File: config.mk
export PLATFORM = sky130hd
export DESIGN_NAME = instr_fetch_flat
export DESIGN_NICKNAME = d
export VERILOG_FILES = /design/src/rtl/instr_fetch_if.sv /design/src/rtl/instr_fetch.sv /design/src/flat_wrapper.sv
export SDC_FILE = /design/constraint.sdc
export NUM_CORES = 1
export LEC_CHECK = 0
export BUFFER_PORTS_ARGS = -buffer_cell sky130_fd_sc_hd__buf_2
export CORE_MARGIN = 2
export CORE_UTILIZATION = 45
export CTS_BUF_LIST = sky130_fd_sc_hd__clkbuf_8
export DETAILED_ROUTE_END_ITERATION = 10
export PLACE_DENSITY = 0.72
export SLEW_MARGIN = 20
export SYNTH_ARGS = -nofsm -noshare
export SYNTH_HDL_FRONTEND = slang
export SYNTH_SLANG_ARGS = --single-unit
File: constraint.sdc
create_clock -name clk -period 12.4 [get_ports clk]
set_clock_uncertainty 0.05 [all_clocks]
set_input_delay 3.72 -clock clk [delete_from_list [all_inputs] [get_ports clk]]
set_output_delay 3.72 -clock clk [all_outputs]
set_load 0.02 [all_outputs]
File: src/rtl/instr_fetch_if.sv
// Fetch-unit bus bundle: control inputs, ROM read port and decode handshake.
// master = fetch unit, slave = surrounding core / memory / decode.
interface instr_fetch_if #(
   parameter int DATA_WIDTH = 32,
   parameter int ADDR_WIDTH = 32
);
   logic                  start;
   logic                  halt;
   logic                  br_valid;
   logic [ADDR_WIDTH-1:0] br_target;
   logic                  rom_rd_ena;
   logic [ADDR_WIDTH-1:0] rom_address;
   logic [DATA_WIDTH-1:0] rom_data;
   logic                  id_valid;
   logic                  id_ready;
   logic [DATA_WIDTH-1:0] id_instr;
   logic [ADDR_WIDTH-1:0] id_pc;
   logic                  busy;

   modport master (
      input  start, halt, br_valid, br_target, rom_data, id_ready,
      output rom_rd_ena, rom_address, id_valid, id_instr, id_pc, busy
   );

   modport slave (
      output start, halt, br_valid, br_target, rom_data, id_ready,
      input  rom_rd_ena, rom_address, id_valid, id_instr, id_pc, busy
   );
endinterface

File: src/rtl/instr_fetch.sv
// Instruction fetch unit: issues ROM reads ahead of decode into a 2-entry
// {instr, pc} buffer, with redirect (branch) and permanent halt.
module instr_fetch #(
   parameter int                    DATA_WIDTH = 32,
   parameter int                    ADDR_WIDTH = 32,
   parameter logic [ADDR_WIDTH-1:0] RESET_PC   = '0
) (
   input logic           clk,
   input logic           rst_n,
   instr_fetch_if.master bus
);
   typedef enum logic [1:0] {S_IDLE, S_RUN, S_HALTED} state_t;

   state_t                state_q, state_d;
   logic [ADDR_WIDTH-1:0] pc_q, pc_d;
   logic [1:0]            count_q, count_d;
   logic                  rd_ptr_q, rd_ptr_d;
   logic                  wr_ptr_q, wr_ptr_d;
   logic                  inflight_q, inflight_d;
   logic [ADDR_WIDTH-1:0] inflight_pc_q, inflight_pc_d;
   logic                  busy_q, busy_d;
   logic [DATA_WIDTH-1:0] fifo_instr_q [2];
   logic [DATA_WIDTH-1:0] fifo_instr_d [2];
   logic [ADDR_WIDTH-1:0] fifo_pc_q [2];
   logic [ADDR_WIDTH-1:0] fifo_pc_d [2];

   logic       run;
   logic       flush;
   logic       pop;
   logic       push;
   logic       issue;
   logic [2:0] occupancy;

   assign bus.id_valid    = (count_q != 2'd0);
   assign bus.id_instr    = fifo_instr_q[rd_ptr_q];
   assign bus.id_pc       = fifo_pc_q[rd_ptr_q];
   assign bus.rom_address = {2'b00, pc_q[ADDR_WIDTH-1:2]};
   assign bus.rom_rd_ena  = issue;
   assign bus.busy        = busy_q;

   always_comb begin
      run       = (state_q == S_RUN);
      flush     = run && (bus.halt || bus.br_valid);
      pop       = bus.id_valid && bus.id_ready;
      // Slots already committed after this cycle's pop; a new read needs one free.
      occupancy = {1'b0, count_q} + {2'b00, inflight_q} - {2'b00, pop};
      issue     = run && !bus.halt && !bus.br_valid && (occupancy < 3'd2);
      // Data returning in a redirect/halt cycle belongs to the abandoned path.
      push      = inflight_q && !flush;

      state_d       = state_q;
      pc_d          = pc_q;
      count_d       = count_q;
      rd_ptr_d      = rd_ptr_q;
      wr_ptr_d      = wr_ptr_q;
      inflight_d    = issue;
      inflight_pc_d = issue ? pc_q : inflight_pc_q;
      fifo_instr_d  = fifo_instr_q;
      fifo_pc_d     = fifo_pc_q;

      case (state_q)
         S_IDLE:  if (bus.start) state_d = S_RUN;
         S_RUN:   if (bus.halt)  state_d = S_HALTED;
         default: state_d = state_q;
      endcase
      busy_d = (state_d == S_RUN);

      if (run && bus.halt) begin
         pc_d = pc_q;
      end else if (run && bus.br_valid) begin
         pc_d = {bus.br_target[ADDR_WIDTH-1:2], 2'b00};
      end else if (issue) begin
         pc_d = pc_q + ADDR_WIDTH'(4);
      end

      if (flush) begin
         count_d  = 2'd0;
         rd_ptr_d = 1'b0;
         wr_ptr_d = 1'b0;
      end else begin
         for (int i = 0; i < 2; i++) begin
            if (push && (wr_ptr_q == i[0])) begin
               fifo_instr_d[i] = bus.rom_data;
               fifo_pc_d[i]    = inflight_pc_q;
            end
         end
         if (push) wr_ptr_d = ~wr_ptr_q;
         if (pop)  rd_ptr_d = ~rd_ptr_q;
         count_d = count_q + {1'b0, push} - {1'b0, pop};
      end
   end

   always_ff @(posedge clk) begin
      if (!rst_n) begin
         state_q       <= S_IDLE;
         pc_q          <= RESET_PC;
         count_q       <= 2'd0;
         rd_ptr_q      <= 1'b0;
         wr_ptr_q      <= 1'b0;
         inflight_q    <= 1'b0;
         inflight_pc_q <= '0;
         busy_q        <= 1'b0;
         for (int i = 0; i < 2; i++) begin
            fifo_instr_q[i] <= '0;
            fifo_pc_q[i]    <= '0;
         end
      end else begin
         state_q       <= state_d;
         pc_q          <= pc_d;
         count_q       <= count_d;
         rd_ptr_q      <= rd_ptr_d;
         wr_ptr_q      <= wr_ptr_d;
         inflight_q    <= inflight_d;
         inflight_pc_q <= inflight_pc_d;
         busy_q        <= busy_d;
         fifo_instr_q  <= fifo_instr_d;
         fifo_pc_q     <= fifo_pc_d;
      end
   end
endmodule

File: src/flat_wrapper.sv
// flat-port wrapper written by rule: the top's interface ports become plain ports
module instr_fetch_flat 
#(
   parameter int                    DATA_WIDTH = 32,
   parameter int                    ADDR_WIDTH = 32,
   parameter logic [ADDR_WIDTH-1:0] RESET_PC   = '0
)
  (clk, rst_n, bus_start, bus_halt, bus_br_valid, bus_br_target, bus_rom_data, bus_id_ready, bus_rom_rd_ena, bus_rom_address, bus_id_valid, bus_id_instr, bus_id_pc, bus_busy);
  instr_fetch_if #(.DATA_WIDTH(DATA_WIDTH), .ADDR_WIDTH(ADDR_WIDTH)) bus_i ();
  input logic clk;
  input logic rst_n;
  input wire logic [$bits(bus_i.start)-1:0] bus_start;
  input wire logic [$bits(bus_i.halt)-1:0] bus_halt;
  input wire logic [$bits(bus_i.br_valid)-1:0] bus_br_valid;
  input wire logic [$bits(bus_i.br_target)-1:0] bus_br_target;
  input wire logic [$bits(bus_i.rom_data)-1:0] bus_rom_data;
  input wire logic [$bits(bus_i.id_ready)-1:0] bus_id_ready;
  output wire logic [$bits(bus_i.rom_rd_ena)-1:0] bus_rom_rd_ena;
  output wire logic [$bits(bus_i.rom_address)-1:0] bus_rom_address;
  output wire logic [$bits(bus_i.id_valid)-1:0] bus_id_valid;
  output wire logic [$bits(bus_i.id_instr)-1:0] bus_id_instr;
  output wire logic [$bits(bus_i.id_pc)-1:0] bus_id_pc;
  output wire logic [$bits(bus_i.busy)-1:0] bus_busy;
  assign bus_i.start = bus_start;
  assign bus_i.halt = bus_halt;
  assign bus_i.br_valid = bus_br_valid;
  assign bus_i.br_target = bus_br_target;
  assign bus_i.rom_data = bus_rom_data;
  assign bus_i.id_ready = bus_id_ready;
  assign bus_rom_rd_ena = bus_i.rom_rd_ena;
  assign bus_rom_address = bus_i.rom_address;
  assign bus_id_valid = bus_i.id_valid;
  assign bus_id_instr = bus_i.id_instr;
  assign bus_id_pc = bus_i.id_pc;
  assign bus_busy = bus_i.busy;
  instr_fetch #(.DATA_WIDTH(DATA_WIDTH), .ADDR_WIDTH(ADDR_WIDTH), .RESET_PC(RESET_PC)) u_core (.clk(clk), .rst_n(rst_n), .bus(bus_i));
endmodule
==> run summary <==
The number of fillers in the final layout is 1792, and the number of remaining DRC errors is 0. The worst slew slack as a fraction of its limit is 0.4046. In the synthesized netlist the dominant register cell turns out to be sky130_fd_sc_hd__dfxtp_1. The count of H-tree levels built during CTS came out at 4. In the final layout, flip-flops and latches occupy 3845 sq um. The length in cells of the worst reg-to-reg path works out to 14. In this run the remaining antenna-violating nets after routing total 0. The diode insertion count for antenna repair was 0; the HPWL reported at the end of detailed placement was 13690 um. At the pin with the least slew margin, the transition time is 890.4 ps.

The class of the most critical setup path was input port to output port. The area of the core is 18090 sq um, and the area added between synthesis and finish is 14.84%. The total overflow left after global routing is 0.

The flow ran to the end, and the final reports show no timing, DRC or antenna violations. The critical path data required time came out at 8630 ps. After layout, the design draws a total of 1.145 mW. The number of primary I/O pins was 169. The clock passes through at most 2 buffers. The hold violation count in the final report came out at 0. The logs give 6882 for the number of global-route vias before repair and 54 for the distinct cell type count of the synthesized netlist.

After clock tree synthesis, the flow added hold-fix buffers numbering 0. The die is 140.2 um tall. In this run the critical register-to-register path is launched from u_core.count_q[1].

Synthesis inferred 192 register bits. For the routed wire length, the log shows 21130 um. The count of routing violations after the opening detailed-route iteration came out at 428. For this design the static power due to leakage is 3.726 nW. STA classifies the critical path endpoint as an output port. In this run the worst setup path begins at bus_id_ready.

In this run the power density over the cells is 119.4 nW/um^2. Of all nets on the critical path, the largest fanout is 32. The worst setup path is launched from an input port.

The number of synthesized flops with an enable pin was 0; the final period demand of the worst path was 9900 ps. For the cell count after placement, the log shows 1383. Setup repair after global routing left no endpoint under its margin.

VDD sags by at most 0.00006719 V. The run gives 0.4602 as the share of synthesized area occupied by flip-flops and latches. Row generation in the floorplan step produced 49 rows.

At the end of routability-driven placement, the weighted congestion stood at 0.8655. The logs give 0 for the count of endpoints failing setup in the final report and 8353 sq um for the total standard cell area after synthesis. The tools report the post-CTS setup repair buffer count as 0. In this run the worst hold path is classified as flip-flop to flip-flop.

The total count of max-transition violations in the final report is 0, and the initial core utilization is 0.4618. For the clock latency of the later-clocked register in the worst-skew pair, the log shows 450 ps. Detailed routing inserted a total of 7482 vias. The cell count after synthesis came out at 1060. The floorplan step defined a die boundary enclosing 19670 sq um. After detailed routing, the average wire length per cell comes to 14.93 um. At the end of the flow, the number of nets in the layout was 1248. After clock tree synthesis, the repair step resized 0 gates.

The data arrival time at the worst-slack endpoint is 6130 ps, and the maximum achievable frequency is 101.0 MHz. Summing all multi-input logic gate instances after layout gives 4133 sq um. End of the worst register-to-register path: u_core.pc_q[30].

Input and output buffers added on the ports amount to 162. The first global-routing pass estimated 34530 um of wire. The combined global-route utilization of all metal layers was 0.2151. The tools report the worst setup slack for register-to-register paths as 9010 ps.

The tools report the clock sink count as 192. A synthesized cell averages 7.880 sq um. The capturing instance or port of the critical path was bus_rom_rd_ena. After detailed routing, the number of vias per cell comes to 5.288.

Across the run, the number of max-cap violations was 0. In this run the horizontal extent of the chip is 140.2 um. The number of buffers inserted during clock tree synthesis is 17. Yosys printed 0 warnings.

The share of the clock period used by the worst path came out at 0.7984. Entering global routing, the biggest net connects 107 pins. For the number of antenna violations at the first check in global routing, the log shows 0. The post-synthesis async set-or-reset flop share is 0, and the detailed-router iteration count before antenna repair is 6. Clock-pin slew was measured on the worst setup and hold paths at 90 ps. The fraction of layout instances using a drive strength above 1 came out at 0.2361. For this run, the number of standard cells in the final layout without fillers is 1415.

The total negative slack is 0 ps. Clock tree synthesis selected as its root buffer the cell sky130_fd_sc_hd__clkbuf_8. TritonCTS built the clock tree.
state kept, by name, summed over array words and instances (netlist names):
signal / cells
u_core.fifo_instr_q: 64
u_core.fifo_pc_q: 60
u_core.inflight_pc_q: 30
u_core.pc_q: 30
u_core.count_q: 2
u_core.state_q: 2
u_core.bus.busy: 1
u_core.inflight_q: 1
u_core.rd_ptr_q: 1
u_core.wr_ptr_q: 1
worst min path at each step:
| stage | from | to | cells after the start |
|---|---|---|---|
| after global routing | u_core.fifo_pc_q[14] | u_core.fifo_pc_q[14] | 2 |
| after detailed placement | u_core.fifo_pc_q[13] | u_core.fifo_pc_q[13] | 2 |
| final | u_core.fifo_instr_q[6] | u_core.fifo_instr_q[6] | 2 |
| after floorplan | u_core.fifo_instr_q[0] | u_core.fifo_instr_q[0] | 2 |
| after global placement | u_core.fifo_instr_q[6] | u_core.fifo_instr_q[6] | 2 |
| after CTS | u_core.fifo_pc_q[13] | u_core.fifo_pc_q[13] | 2 |
metal layers:
layer,global-route usage,part of all wire,up-vias
met4,0.07390,0.019,0
met1,0.3040,0.48,3439
met3,0.03316,0.043,28
met5,0,0,-
met2,0.3364,0.45,200
li1,-,-,3815
cell type report:
type,instances,share of cell area
clock buffers,18,0.02583
inverters,12,0.005739
well taps,229,0.02987
flip-flops and latches,192,0.4008
repair buffers,173,0.09313
clock inverters,14,0.01383
multi-input cells,777,0.4308
placed cells by master (no fill, tap or decap), types with 2 or more instances in the layout:
cell type	netlist	routed
sky130_fd_sc_hd__a211oi_1	3	3
sky130_fd_sc_hd__a21oi_1	181	181
sky130_fd_sc_hd__a22o_1	2	2
sky130_fd_sc_hd__a22oi_1	4	4
sky130_fd_sc_hd__a31oi_1	8	7
sky130_fd_sc_hd__a32oi_1	5	5
sky130_fd_sc_hd__and2_1	8	8
sky130_fd_sc_hd__and3_1	14	14
sky130_fd_sc_hd__and4_1	2	2
sky130_fd_sc_hd__buf_2	23	162
sky130_fd_sc_hd__buf_4	5	11
sky130_fd_sc_hd__clkbuf_8	0	18
sky130_fd_sc_hd__clkinv_2	0	2
sky130_fd_sc_hd__clkinv_4	1	6
sky130_fd_sc_hd__clkinvlp_4	0	3
sky130_fd_sc_hd__conb_1	1	4
sky130_fd_sc_hd__dfxtp_1	192	191
sky130_fd_sc_hd__ha_1	4	4
sky130_fd_sc_hd__inv_1	10	10
sky130_fd_sc_hd__inv_6	0	4
sky130_fd_sc_hd__mux2_2	63	63
sky130_fd_sc_hd__mux2i_1	5	5
sky130_fd_sc_hd__nand2_1	343	341
sky130_fd_sc_hd__nand2_2	1	3
sky130_fd_sc_hd__nand3_1	10	10
sky130_fd_sc_hd__nand3b_1	2	2
sky130_fd_sc_hd__nand4_1	13	13
sky130_fd_sc_hd__nand4bb_1	2	2
sky130_fd_sc_hd__nor2_1	34	32
sky130_fd_sc_hd__nor2_4	0	2
sky130_fd_sc_hd__nor3_1	6	6
sky130_fd_sc_hd__nor4_1	3	3
sky130_fd_sc_hd__o211ai_1	4	4
sky130_fd_sc_hd__o21ai_0	16	15
sky130_fd_sc_hd__o21ai_1	3	4
sky130_fd_sc_hd__o22ai_1	12	12
sky130_fd_sc_hd__or3_1	5	5
sky130_fd_sc_hd__xnor2_1	3	3
worst max-delay path: stages:
cell                        delay, ps
sky130_fd_sc_hd__buf_2             90
sky130_fd_sc_hd__and2_1           150
sky130_fd_sc_hd__ha_1             290
sky130_fd_sc_hd__inv_1             90
sky130_fd_sc_hd__nand2_1           70
sky130_fd_sc_hd__fa_1             540
sky130_fd_sc_hd__nand4bb_1        140
sky130_fd_sc_hd__or3_1            320
sky130_fd_sc_hd__buf_4            240
sky130_fd_sc_hd__clkinv_4         230
sky130_fd_sc_hd__buf_2            240
metrics by stage:
stage | hold slack [ps] | cell area (sq um) | utilization | setup WS [ps]
6_report | 404.6 | 9593 | 0.5304 | 2500
5_1_grt | 425.1 | 9593 | 0.5304 | 2344
4_1_cts | 408.0 | 9590 | 0.5303 | 2509
3_5_place_dp | 394.9 | 9210 | 0.5092 | 2506
3_3_place_gp | 388.3 | 9210 | 0.5092 | 2551
2_1_floorplan | 382.9 | 8364 | - | 3033
cell families (layout without fill, tap and decap cells):
family,Yosys count,in the layout,share of synthesized area
buf+inv,94,217,0.04958
other cells,1,4,0.0004489
xor+xnor,4,4,0.004195
mux,68,68,0.09092
compound gates,244,244,0.1588
flops,192,192,0.4602
fa+ha+maj,5,5,0.008389
simple gates,452,452,0.2275
power by group:
part | switching (mW) | leakage, nW | total, mW | internal (mW)
clock | 0.225 | 0.186 | 0.392 | 0.167
combinational | 0.0698 | 1.99 | 0.109 | 0.0388
sequential | 0.0176 | 1.55 | 0.645 | 0.627
cells in the mapped netlist (all sizes together), types with 10 or more instances:
cell | n | area share
a21oi | 181 | 0.11
and3 | 14 | 0.010
buf | 29 | 0.020
clkbuf | 53 | 0.024
dfxtp | 192 | 0.46
inv | 10 | 0.0045
mux2 | 63 | 0.085
nand2 | 344 | 0.15
nand3 | 11 | 0.0072
nand4 | 13 | 0.0097
nor2 | 34 | 0.015
o21ai | 19 | 0.011
o22ai | 12 | 0.0090
Power figures use the tool's default switching activity.
